--- src/rtl/tsc_pkg.sv ---
// Shared encodings for the multi-cycle TSC control unit: opcodes, funcodes,
// FSM states, mux-select encodings and the decoded instruction-class flags.
package tsc_pkg;

   localparam logic [3:0] OP_BRANCH_MAX = 4'd3;
   localparam logic [3:0] OP_IALU_MIN   = 4'd4;
   localparam logic [3:0] OP_IALU_MAX   = 4'd6;
   localparam logic [3:0] OP_LWD        = 4'd7;
   localparam logic [3:0] OP_SWD        = 4'd8;
   localparam logic [3:0] OP_JMP        = 4'd9;
   localparam logic [3:0] OP_JAL        = 4'd10;
   localparam logic [3:0] OP_RTYPE      = 4'd15;

   localparam logic [5:0] FN_ALU_MAX = 6'd7;
   localparam logic [5:0] FN_JPR     = 6'd25;
   localparam logic [5:0] FN_JRL     = 6'd26;
   localparam logic [5:0] FN_WWD     = 6'd28;
   localparam logic [5:0] FN_HLT     = 6'd29;

   localparam logic [2:0] S_IF   = 3'd0;
   localparam logic [2:0] S_ID   = 3'd1;
   localparam logic [2:0] S_EX   = 3'd2;
   localparam logic [2:0] S_MEM  = 3'd3;
   localparam logic [2:0] S_WB   = 3'd4;
   localparam logic [2:0] S_HALT = 3'd5;

   localparam logic [1:0] PC_SRC_SEQ    = 2'd0;
   localparam logic [1:0] PC_SRC_BRANCH = 2'd1;
   localparam logic [1:0] PC_SRC_JUMP   = 2'd2;
   localparam logic [1:0] PC_SRC_RS     = 2'd3;

   localparam logic [1:0] WDC_ALU = 2'd0;
   localparam logic [1:0] WDC_MEM = 2'd1;
   localparam logic [1:0] WDC_PC1 = 2'd2;

   localparam logic [1:0] WRC_RT = 2'd0;
   localparam logic [1:0] WRC_RD = 2'd1;
   localparam logic [1:0] WRC_R2 = 2'd2;

   typedef struct packed {
      logic is_branch;
      logic is_ialu;
      logic is_lwd;
      logic is_swd;
      logic is_jmp;
      logic is_jal;
      logic is_rtype_alu;
      logic is_jpr;
      logic is_jrl;
      logic is_wwd;
      logic is_hlt;
   } inst_class_t;

endpackage

--- src/rtl/tsc_inst_class.sv ---
// Combinational decode of the IR into one-hot class flags; no latency, no handshake.
// An encoding matching no class leaves every flag low and is treated as a NOP.
module tsc_inst_class
   import tsc_pkg::*;
#(
   parameter int WORD_SIZE = 16
) (
   input  logic [WORD_SIZE-1:0] inst_i,
   output inst_class_t          cls_o
);

   logic [3:0] op;
   logic [5:0] fn;
   logic       unused_mid;

   assign op         = inst_i[WORD_SIZE-1 -: 4];
   assign fn         = inst_i[5:0];
   assign unused_mid = ^inst_i[WORD_SIZE-5:6];

   always_comb begin
      cls_o              = '0;
      cls_o.is_branch    = (op <= OP_BRANCH_MAX);
      cls_o.is_ialu      = (op >= OP_IALU_MIN) && (op <= OP_IALU_MAX);
      cls_o.is_lwd       = (op == OP_LWD);
      cls_o.is_swd       = (op == OP_SWD);
      cls_o.is_jmp       = (op == OP_JMP);
      cls_o.is_jal       = (op == OP_JAL);
      cls_o.is_rtype_alu = (op == OP_RTYPE) && (fn <= FN_ALU_MAX);
      cls_o.is_jpr       = (op == OP_RTYPE) && (fn == FN_JPR);
      cls_o.is_jrl       = (op == OP_RTYPE) && (fn == FN_JRL);
      cls_o.is_wwd       = (op == OP_RTYPE) && (fn == FN_WWD);
      cls_o.is_hlt       = (op == OP_RTYPE) && (fn == FN_HLT);
   end

endmodule

--- src/rtl/mcycle_control_fsm.sv ---
// Multi-cycle TSC control: IF/ID/EX/MEM/WB sequencing, 2-5 cycles per instruction
// at zero wait; IF and MEM stall while mem_ready is low. Counts retired instructions.
module mcycle_control_fsm
   import tsc_pkg::*;
#(
   parameter int WORD_SIZE  = 16,
   parameter int NUM_INST_W = 16
) (
   input  logic                  clk,
   input  logic                  reset_n,
   input  logic [WORD_SIZE-1:0]  inst,
   input  logic                  mem_ready,
   input  logic                  bcond,
   output logic                  mem_read,
   output logic                  mem_write,
   output logic                  i_or_d,
   output logic                  ir_write,
   output logic                  reg_write,
   output logic [1:0]            write_data_ctrl,
   output logic [1:0]            write_reg_ctrl,
   output logic                  alu_src,
   output logic                  pc_write,
   output logic [1:0]            pc_src,
   output logic                  output_valid,
   output logic                  is_halted,
   output logic [NUM_INST_W-1:0] num_inst
);

   inst_class_t           cls;
   logic [2:0]            state_q, state_d;
   logic [NUM_INST_W-1:0] num_inst_q, num_inst_d;
   logic                  retire;
   logic                  multi_cycle;

   tsc_inst_class #(.WORD_SIZE(WORD_SIZE)) u_class (
      .inst_i (inst),
      .cls_o  (cls)
   );

   assign multi_cycle = cls.is_branch | cls.is_ialu | cls.is_lwd | cls.is_swd | cls.is_rtype_alu;

   always_comb begin
      state_d         = state_q;
      retire          = 1'b0;
      mem_read        = 1'b0;
      mem_write       = 1'b0;
      i_or_d          = 1'b0;
      ir_write        = 1'b0;
      reg_write       = 1'b0;
      write_data_ctrl = WDC_ALU;
      write_reg_ctrl  = WRC_RT;
      alu_src         = 1'b0;
      pc_write        = 1'b0;
      pc_src          = PC_SRC_SEQ;
      output_valid    = 1'b0;
      is_halted       = 1'b0;

      case (state_q)
         S_IF: begin
            mem_read = 1'b1;
            if (mem_ready) begin
               ir_write = 1'b1;
               state_d  = S_ID;
            end
         end
         S_ID: begin
            if (cls.is_hlt) begin
               state_d = S_HALT;
            end else if (multi_cycle) begin
               state_d = S_EX;
            end else begin
               // Jumps, links, WWD and NOPs all finish here.
               pc_write = 1'b1;
               retire   = 1'b1;
               if (cls.is_jmp || cls.is_jal) pc_src = PC_SRC_JUMP;
               if (cls.is_jpr || cls.is_jrl) pc_src = PC_SRC_RS;
               if (cls.is_jal || cls.is_jrl) begin
                  reg_write       = 1'b1;
                  write_reg_ctrl  = WRC_R2;
                  write_data_ctrl = WDC_PC1;
               end
               output_valid = cls.is_wwd;
            end
         end
         S_EX: begin
            alu_src = cls.is_ialu | cls.is_lwd | cls.is_swd;
            if (cls.is_branch) begin
               pc_write = 1'b1;
               pc_src   = bcond ? PC_SRC_BRANCH : PC_SRC_SEQ;
               retire   = 1'b1;
            end else if (cls.is_ialu || cls.is_rtype_alu) begin
               state_d = S_WB;
            end else if (cls.is_lwd || cls.is_swd) begin
               state_d = S_MEM;
            end else begin
               state_d = S_IF;
            end
         end
         S_MEM: begin
            i_or_d    = 1'b1;
            mem_read  = cls.is_lwd;
            mem_write = cls.is_swd;
            if (mem_ready) begin
               if (cls.is_lwd) begin
                  state_d = S_WB;
               end else begin
                  pc_write = 1'b1;
                  retire   = 1'b1;
               end
            end
         end
         S_WB: begin
            reg_write       = 1'b1;
            write_reg_ctrl  = cls.is_rtype_alu ? WRC_RD : WRC_RT;
            write_data_ctrl = cls.is_lwd ? WDC_MEM : WDC_ALU;
            pc_write        = 1'b1;
            retire          = 1'b1;
         end
         S_HALT: begin
            is_halted = 1'b1;
         end
         default: begin
            state_d = S_IF;
         end
      endcase

      if (retire) state_d = S_IF;
   end

   // HLT is counted on its way into the halt state; nothing counts after that.
   always_comb begin
      num_inst_d = num_inst_q;
      if (retire || (state_q == S_ID && cls.is_hlt))
         num_inst_d = num_inst_q + NUM_INST_W'(1);
   end

   always_ff @(posedge clk or negedge reset_n) begin
      if (!reset_n) begin
         state_q    <= S_IF;
         num_inst_q <= '0;
      end else begin
         state_q    <= state_d;
         num_inst_q <= num_inst_d;
      end
   end

   assign num_inst = num_inst_q;

endmodule
--- config.mk ---
export PLATFORM = sky130hd
export DESIGN_NAME = mcycle_control_fsm
export DESIGN_NICKNAME = d
export VERILOG_FILES = /design/src/rtl/tsc_pkg.sv /design/src/rtl/tsc_inst_class.sv /design/src/rtl/mcycle_control_fsm.sv
export SDC_FILE = /design/constraint.sdc
export NUM_CORES = 1
export LEC_CHECK = 0
export ABC_AREA = 1
export BUFFER_PORTS_ARGS = -buffer_cell sky130_fd_sc_hd__buf_2
export CORE_UTILIZATION = 50
export CTS_CLUSTER_DIAMETER = 120
export CTS_CLUSTER_SIZE = 28
export DETAILED_ROUTE_END_ITERATION = 8
export GPL_ROUTABILITY_DRIVEN = 0
export PLACE_DENSITY = 0.79
export SKIP_CTS_REPAIR_TIMING = 1
export SYNTH_ARGS = -nofsm -noshare
export SYNTH_HDL_FRONTEND = slang
export SYNTH_SLANG_ARGS = --single-unit
--- constraint.sdc ---
create_clock -name clk -period 1.68 [get_ports clk]
set_input_delay 0.084 -clock clk [delete_from_list [all_inputs] [get_ports clk]]
set_output_delay 0.084 -clock clk [all_outputs]
set_load 0.01 [all_outputs]
# Word-level counts from Yosys, hierarchy flattened
# Index checks and enable logic that the tools add are counted.
# op_classes
n_addsub	1
magnitude_cmp	4
eq_ne	20
muxes	44
bitwise_logic	6
n_reduce_logical	16
# ops
cell	n
6-bit by 5-bit == test with 1-bit output (second input constant)	4
3-bit 2-to-1 mux	8
1-bit 2-to-1 mux	21
16-bit by 1-bit adder with 16-bit output (second input constant)	1
4-bit == test (second input constant)	4
2-bit 2-to-1 mux	8
3-bit case mux with 5 select lines	1
3-bit inequality test (second input constant)	4
2-bit case mux with 2 select lines	3
1-bit logical AND	7
3-bit by 2-bit == test with 1-bit output (second input constant)	2
3-bit == test (second input constant)	2
6-bit by 3-bit less-or-equal comparator with 1-bit output (second input constant)	1
1-bit logical OR	6
1-bit bitwise OR	6
6-bit AND reduction	1
4-bit by 3-bit == test with 1-bit output (second input constant)	1
4-bit by 3-bit greater-or-equal comparator with 1-bit output (second input constant)	1
4-bit by 2-bit less-or-equal comparator with 1-bit output (second input constant)	1
4-bit by 3-bit less-or-equal comparator with 1-bit output (second input constant)	1
4-bit inequality test (second input constant)	1
1-bit case mux with 2 select lines	2
1-bit case mux with 4 select lines	1
3-bit by 1-bit == test with 1-bit output (second input constant)	1
other kinds (3)	3
# totals
reg_bits	19
out_inout_bits	31

# Depth between registers and ports, before layout
# Gate-level depths: netlist of the first run.
# depth
ltp_word	11
depth_mapped	11
depth_no_buf	10

# By module
# Synthesis of the first run repeated with hierarchy kept, for this count alone.
# unflattened
cells_unflattened	243
area_unflattened_um2	1572.8
# by_module_without_submodules
module	n_inst	cells_each	area_per_inst_um2	seq_area_each_um2
mcycle_control_fsm	1	209	1428.9	475.5
tsc_inst_class	1	34	143.9	0.0

# Least setup slack after synthesis of the first run
# No wires, ideal clock.
# synth_timing
path_type	register to register
startpoint	reg state_q[1]
endpoint	reg num_inst_q[4], in the netlist num_inst[4]
setup_ns	0.066
t_arrival_ns	1.390
required_ns	1.614
path_slack_ns	0.225
stages_incl_launch_ff	9
path_buffers	1
period_less_slack_ns	1.455
cell_sequence	dfrtp_1 > nor3_2 > inv_1 > nor2_1 > inv_2 > nand3_2 > buf_4 > nand2_1 > nand2_1
# synth_via
elab_chain_cells	3
word_cells_on_any_way	7
classes_between	eq/ne: 4; mux: 1; reduce/logical: 2
# synth_rtl
element	line_no	text
start: declaration	mcycle_control_fsm.sv:30	logic [2:0] state_q, state_d;
start signal: assignment	mcycle_control_fsm.sv:142	state_q <= state_d;
3-bit == test (tied with other cells)	mcycle_control_fsm.sv:58	case (state_q)
1-bit case mux with 4 select lines or 1-bit logical AND (tied branches)	mcycle_control_fsm.sv:58, mcycle_control_fsm.sv:133	
1-bit logical OR (*)	mcycle_control_fsm.sv:133	if (retire || (state_q == S_ID && cls.is_hlt))
end signal: assignment	mcycle_control_fsm.sv:143	num_inst_q <= num_inst_d;
end: declaration	mcycle_control_fsm.sv:31	logic [NUM_INST_W-1:0] num_inst_q, num_inst_d;
# Mark *: on every way between the ends. The rest lies on a longest branch, timed or not.
# A chain may end at the register's enable or synchronous reset.

# Final worst setup path of the first run
# layout_timing
startpoint	reg state_q[0]
endpoint	out pc_write
# layout_via
elab_chain_cells	2
word_cells_on_any_way	5
classes_between	eq/ne: 4; mux: 1
# layout_rtl
element	line_no	text
3-bit == test (tied with other cells)	mcycle_control_fsm.sv:58	
1-bit case mux with 4 select lines (*)	mcycle_control_fsm.sv:58	
end: declaration	mcycle_control_fsm.sv:22	output logic pc_write,
# Marks and branches as above.

==> out/qor.csv, run 1 <==
stage,metric,value,unit
routing,drt_first_pass_iters,6,
worst_setup_path,critPathLaunchType,flop,
sta,clock.fmax,0.589,GHz
placed_design,place_hpwl,2640,um
yosys,ys_seq_area_share,31.5,%
placed_design,postPlaceCellArea,0.00178,mm2
clock_network,clk_latency,300,ps
sta,fin_skew,3.13,ps
yosys,synth_top_cell_by_area,dfrtp_1,
global_route,top_usage_layer,met1,
min_path,hold_depth,4,
power_and_ir_drop,power.total,2.35,mW
floorplan,row_count,19,
yosys,syn_avg_cell_area,6.58,um2
routing,antenna_left,0,
min_path,hold_path_class,input port to flop,
power_and_ir_drop,p_int,1.29,mW
run_status,violations,"DRC, setup timing",
global_route,grt_usage,22.6,%
run_status,status,finished with violations,
clock_network,clk_pin_slew,110,ps
yosys,synth_top_area_share,31.5,%
worst_setup_path,slowest_stage,dfrtp_1,
clock_network,cts_buffers,3,
worst_setup_path,end_kind,primary output,
worst_setup_path,crit_type,flop to primary output,
worst_setup_path,cp.arrival,1610,ps
power_and_ir_drop,power.switching,1.07,mW
routing,viasPerCell,5.07,
worst_setup_path,r2r-start,state_q[0],
cells_and_area,syn2layout_area_growth,30.9,%
power_and_ir_drop,clockPowerShare,10.0,%
worst_setup_path,slowest_delay,420,ps
sta,slew_headroom,72.1,%
run,max_cap_violations,0,
floorplan,die_x,56.9,um
floorplan,ioPinCount,51,
global_route,grt_pass1_wl,5940,um
sta,finalCriticalPeriod,1700,ps
yosys,synthTopCellsByArea,"dfrtp_1 32%, nand2_1 17%, nand3_1 10%",
worst_setup_path,r2r_cells,10,
sta,timing.hold.ws,97.8,ps
placed_design,portBuffers,44,
floorplan,die_h,56.9,um
sta,timing.final.crit_share,101,%
global_route,grt_use_met2,33.8,%
clock_network,tritoncts,yes,
yosys,ys_warn_count,0,
clock_network,cts_root_buf,clkbuf_4,
worst_setup_path,cp.required,1600,ps
clock_network,h-tree-depth,1,
sta,final-max-slew-violation-count,0,
yosys,synth_cell_type_count,26,
power_and_ir_drop,leakage,1.08,nW
worst_setup_path,reg2reg_slack,40,ps
power_and_ir_drop,pwr-share-comb,62.2,%
cells_and_area,final_util,70.3,%
routing,drc_errors,6,
cells_and_area,fin_area,0.00197,mm2
worst_setup_path,crit_chain,buf_4 > nand2_1 > nor2_2 > nand3_1 > nand2_2 > nor3_4 > buf_6 > inv_1 > buf_2,
sta,worstMarginPinSlew,419,ps
routing,wl_per_cell,11.3,um
yosys,netlist_instances,229,
sta,rsz0062_at_grt,yes,
yosys,ys_seq_elements,19,
worst_setup_path,crit_path_end,pc_write,
cells_and_area,antennaDiodeCount,0,
placed_design,dp_slack,-20.7,ps
global_route,grt_pass1_vias,1390,
worst_setup_path,critPathLaunch,state_q[0],
global_route,grt_max_degree,20,
routing,num_vias,1644,
sta,setup_viol,1,
global_route,gr-total-overflow,0,
worst_setup_path,r2r_end,state_q[1],
power_and_ir_drop,seq_power_share,27.8,%
sta,setup_slack,-18.5,ps
yosys,syn_area,0.00151,mm2
yosys,synth_nets,250,
floorplan,core,0.00281,mm2
worst_setup_path,cp_max_fo,5,
cells_and_area,nNetsFinal,315,
power_and_ir_drop,p_sw_share,45.3,%
power_and_ir_drop,power.density,1190,mW/mm2
clock_network,ctsLongestPathBuffers,2,
clock_network,cts.sinks,19,
sta,finalHoldViolations,0,
floorplan,die-area,0.00324,mm2
global_route,gr-usage-met1,34.5,%
global_route,antenna_found_initial,0,
global_route,use_met3,4.61,%
routing,wl,3650,um
power_and_ir_drop,peakVddDrop,0.695,mV
floorplan,initial_core_util,53.7,%
cells_and_area,drive_gt1_share,30.7,%
routing,drt_iter0_markers,113,
[metrics by stage]
stage	setup TNS (ps)	std cells
final	-18.5	324
after CTS	-1030	310
after detailed placement	-117	306
after global placement	0	306
after global routing	-1070	324
after floorplan	0	229
[worst min path at each step]
stage	from	to
CTS	reset_n	num_inst[6]
global route	mem_ready	state_q[1]
floorplan	reset_n	num_inst[0]
finish	mem_ready	state_q[1]
global placement	reset_n	num_inst[7]
detailed placement	reset_n	num_inst[7]
[state kept, by name (all words and copies together), names as in the netlist]
register / count
num_inst: 16
state_q: 3
[logic make-up (layout without fill, tap and decap cells)]
kind of cell    count (synthesis)  after routing  synth area share, %
simple gates                  148            148                 45.4
buf+inv                        36            100                 10.0
fa+ha+maj                       1              1                0.830
flops                          19             19                 31.5
xor+xnor                       14             14                 8.13
compound gates                 11             11                 4.07
[synthesized netlist by cell type]
library cell	number
nand4_1	5
nor2_2	3
ha_1	1
nor3_2	1
nand3b_1	1
dfrtp_1	19
nor3_1	8
buf_4	2
nand2_1	67
inv_2	3
nand3_1	31
buf_2	1
buf_6	1
a211o_1	1
xnor2_1	5
nor2_4	2
nor3_4	1
nand3_2	2
nand2_2	3
a21oi_1	6
nor4_1	1
nor2_1	23
inv_1	29
xor2_1	9
o21bai_1	1
o21ai_0	3
[layout by cell type (no fill, tap or decap), drive strengths merged]
cell / n
nand3: 33
buf: 63
nand4: 5
nor4: 1
ha: 1
clkinv: 1
dfrtp: 19
a211o: 1
inv: 32
a21oi: 6
nand2: 70
nor3: 10
xnor2: 5
o21bai: 1
clkbuf: 3
xor2: 9
o21ai: 3
dlygate4sd3: 1
nor2: 28
nand3b: 1
[worst max-delay path: cells and delay by family (launching register included)]
kind | cells | cell delay, ps
buf+inv | 4 | 430
flops | 1 | 420
simple gates | 5 | 450
[power groups by stage]
| stage | clock, mW | sequential [mW] | combinational (mW) |
|---|---|---|---|
| after floorplan | 0 | 0.668 | 0.751 |
| after global placement | 0 | 0.649 | 1.04 |
| after detailed placement | 0 | 0.654 | 1.05 |
| after CTS | 0.239 | 0.645 | 1.06 |
| after global routing | 0.257 | 0.668 | 1.61 |
| final | 0.234 | 0.655 | 1.46 |
[layout make-up]
cell class                 instances  area, um2
fill                             251        832
timing repair buffer              64        384
sequential                        19        478
inverter                          32        120
multi-input combinational        174        925
tap                               31       38.8
clock buffer                       3       22.5
clock inverter                     1       5.00
[per-layer routing]
layer / share of wire (%) / routed length, um
met3: 5.0 / 184
met5: 0 / 0
met4: 0 / 0
met1: 51 / 1880
met2: 44 / 1590
(Power assumes the default switching activity.)
==> inputs of run 2 (changes only) <==
- CTS_BUF_LIST: not set -> sky130_fd_sc_hd__clkbuf_4
- GPL_ROUTABILITY_DRIVEN: 0 -> 1
- SKIP_CTS_REPAIR_TIMING: 1 -> not set
==> run 2 against run 1 <==
The flow finishes with violations (DRC). Clock-buffer cell count unchanged. First-iteration DRC count down 35%. Via count down 2.7%. Clock skew down 1.4 ps. Sequential share of layout area up 1.3 points. Critical path type unchanged. Largest power group unchanged.
==> out/qor.csv, run 2 (synthesis gave the netlist of run 1 again) <==
stage,metric,value,unit,change
run_status,status,finished with violations,,unchanged
run_status,violations,DRC,,"was DRC, setup timing"
clock_network,clk_latency,300,ps,about the same
min_path,hold_path_class,input port to flop,,unchanged
sta,setup_slack,36.4,ps,was -18.5 ps
floorplan,initial_core_util,53.7,%,unchanged
placed_design,gp_congestion,0.852,,
power_and_ir_drop,power.density,1100,mW/mm2,was 1190 mW/mm2
placed_design,portBuffers,44,,unchanged
cells_and_area,nNetsFinal,306,,was 315
power_and_ir_drop,peakVddDrop,0.553,mV,was 0.695 mV
routing,num_vias,1600,,was 1644
cells_and_area,fillers,267,,was 251
floorplan,die_x,56.9,um,unchanged
sta,finalCriticalPeriod,1640,ps,was 1700 ps
worst_setup_path,crit_chain,nor3_4 > nand4_1 > nor4_1 > buf_2,,was buf_4 > nand2_1 > nor2_2 > nand3_1 > nand2_2 > nor3_4 > buf_6 > inv_1 > buf_2
sta,finalHoldViolations,0,,unchanged
clock_network,tritoncts,yes,,unchanged
cells_and_area,fin_cells,315,,was 324
floorplan,die-area,0.00324,mm2,unchanged
global_route,grt_pass1_vias,1399,,was 1390
floorplan,ioPinCount,51,,unchanged
sta,worstMarginPinSlew,412,ps,was 419 ps
cells_and_area,final_util,66.8,%,was 70.3%
worst_setup_path,crit_path_end,output_valid,,was pc_write
worst_setup_path,critPathLaunch,state_q[1],,was state_q[0]
clock_network,cts.sinks,19,,unchanged
routing,antenna_left,0,,unchanged
global_route,grt_usage,22.9,%,was 22.6%
cells_and_area,regArea,478,um2,unchanged
worst_setup_path,r2r_cells,7,,was 10
placed_design,place_hpwl,2640,um,unchanged
cells_and_area,largest_reg_flops,16,,unchanged
worst_setup_path,cp_max_fo,6,,was 5
routing,drt_first_pass_iters,6,,unchanged
cells_and_area,drive_gt1_share,27.1,%,was 30.7%
floorplan,die_h,56.9,um,unchanged
sta,final-max-slew-violation-count,0,,unchanged
routing,route.met2.wl,1470,um,was 1590 um
global_route,gr-total-overflow,0,,unchanged
floorplan,core,0.00281,mm2,unchanged
routing,wl,3410,um,was 3650 um
power_and_ir_drop,leakage,1.04,nW,was 1.08 nW
worst_setup_path,critPathLaunchType,flop,,unchanged
clock_network,clk_pin_slew,110,ps,about the same
placed_design,dp_slack,-20.7,ps,unchanged
sta,timing.hold.ws,95.3,ps,was 97.8 ps
clock_network,cts_root_buf,clkbuf_4,,unchanged
cells_and_area,multiInputGateArea,905,um2,was 925 um2
cells_and_area,antennaDiodeCount,0,,unchanged
worst_setup_path,slowest_delay,470,ps,was 420 ps
floorplan,row_count,19,,unchanged
sta,setup_tns,0,ps,was -18.5 ps
worst_setup_path,cp.arrival,1560,ps,was 1610 ps
sta,setup_viol,0,,was 1
sta,slew_headroom,72.5,%,was 72.1%
global_route,antenna_found_initial,0,,unchanged
worst_setup_path,cp.required,1600,ps,about the same
clock_network,cts_buffers,3,,unchanged
worst_setup_path,end_kind,primary output,,unchanged
run,max_cap_violations,0,,unchanged
worst_setup_path,slowest_stage,dfrtp_2,,was dfrtp_1
routing,routed-wl-met3,162,um,was 184 um
sta,timing.final.crit_share,97.8,%,was 101%
clock_network,h-tree-depth,1,,unchanged
clock_network,ctsLongestPathBuffers,2,,unchanged
cells_and_area,final_cell_mix,"67 x nand2_1, 44 x buf_2, 31 x nand3_1, 29 x inv_1, 21 x nor2_1",,"was 66 x nand2_1, 44 x buf_2, 28 x inv_1, 28 x nand3_1, 22 x nor2_1"
routing,top_layer_used,met4,,was met3
cells_and_area,layout_commonest_cell,nand2_1,,unchanged
sta,fin_skew,1.71,ps,was 3.13 ps
routing,drt_iter0_markers,73,,was 113
global_route,grt_pass1_wl,6000,um,was 5940 um
worst_setup_path,crit_type,flop to primary output,,unchanged
routing,drc_errors,6,,unchanged
placed_design,dp_cells,306,,unchanged
sta,clock.fmax,0.608,GHz,was 0.589 GHz
routing,wl_met1,1760,um,was 1880 um
routing,viasPerCell,5.08,,was 5.07
worst_setup_path,r2r_end,num_inst[14],,was state_q[1]
worst_setup_path,r2r-start,num_inst[1],,was state_q[0]
cells_and_area,syn2layout_area_growth,24.3,%,was 30.9%
worst_setup_path,reg2reg_slack,160,ps,was 40 ps
sta,rsz0062_at_grt,yes,,unchanged
routing,wl_per_cell,10.8,um,was 11.3 um
global_route,grt_max_degree,20,,unchanged
==> run 2: cell types whose count changed in the layout (fill, tap and decap cells not counted), sizes merged <==
cell / before / now
buf: 63 / 54
==> run 2: layout make-up <==
class / instances / area share, %
Multi-Input combinational cell: 174 / 48.3
Timing Repair Buffer: 55 / 16.3
Clock inverter: 1 / 0.267
Inverter: 32 / 6.41
Sequential cell: 19 / 25.5
Clock buffer: 3 / 1.20
Tap cell: 31 / 2.07
==> run 2: repair_timing <==
action	CTS	global route
setup buffers	1	3
pin swaps	1	2
hold endpoints to repair	19	0
setup endpoints to repair	20	19
hold buffers	1	0
gates resized for setup	3	4
==> run 2: critical path, delay by kind of cell (launching register included) <==
| kind | cells | cell delay [ps] |
|---|---|---|
| DFF | 1 | 470 |
| and+or+nand+nor | 3 | 620 |
| buffers and inverters | 1 | 170 |
==> run 2: per-layer routing <==
| metal | global-route usage [%] | vias to the layer above |
|---|---|---|
| li1 | - | 840 |
| met1 | 35.0 | 719 |
| met2 | 34.1 | 37 |
| met3 | 4.61 | 4 |
| met4 | 3.48 | 0 |
| met5 | 0 | - |
==> run 2: through the flow <==
| stage | cell area (um2) | total power [mW] |
|---|---|---|
| 5_1_grt | 1870 | 2.24 |
| 2_1_floorplan | 1510 | 1.42 |
| 4_1_cts | 1830 | 2.00 |
| 6_report | 1870 | 2.06 |
| 3_5_place_dp | 1780 | 1.71 |
| 3_3_place_gp | 1780 | 1.69 |
==> run 2: worst min-delay path by stage <==
stage,from,to,slack (ps),depth (start not counted)
3_5_place_dp,reset_n,num_inst[7],40,1
4_1_cts,mem_ready,state_q[1],100,4
3_3_place_gp,reset_n,num_inst[7],40,1
5_1_grt,mem_ready,state_q[1],120,4
6_report,mem_ready,state_q[1],100,4
2_1_floorplan,reset_n,num_inst[0],-210,0
==> run 2: where the power goes <==
part / internal, mW / switching, mW
Sequential: 0.546 / 0.109
Clock: 0.0889 / 0.145
Combinational: 0.453 / 0.719
Total: 1.09 / 0.973
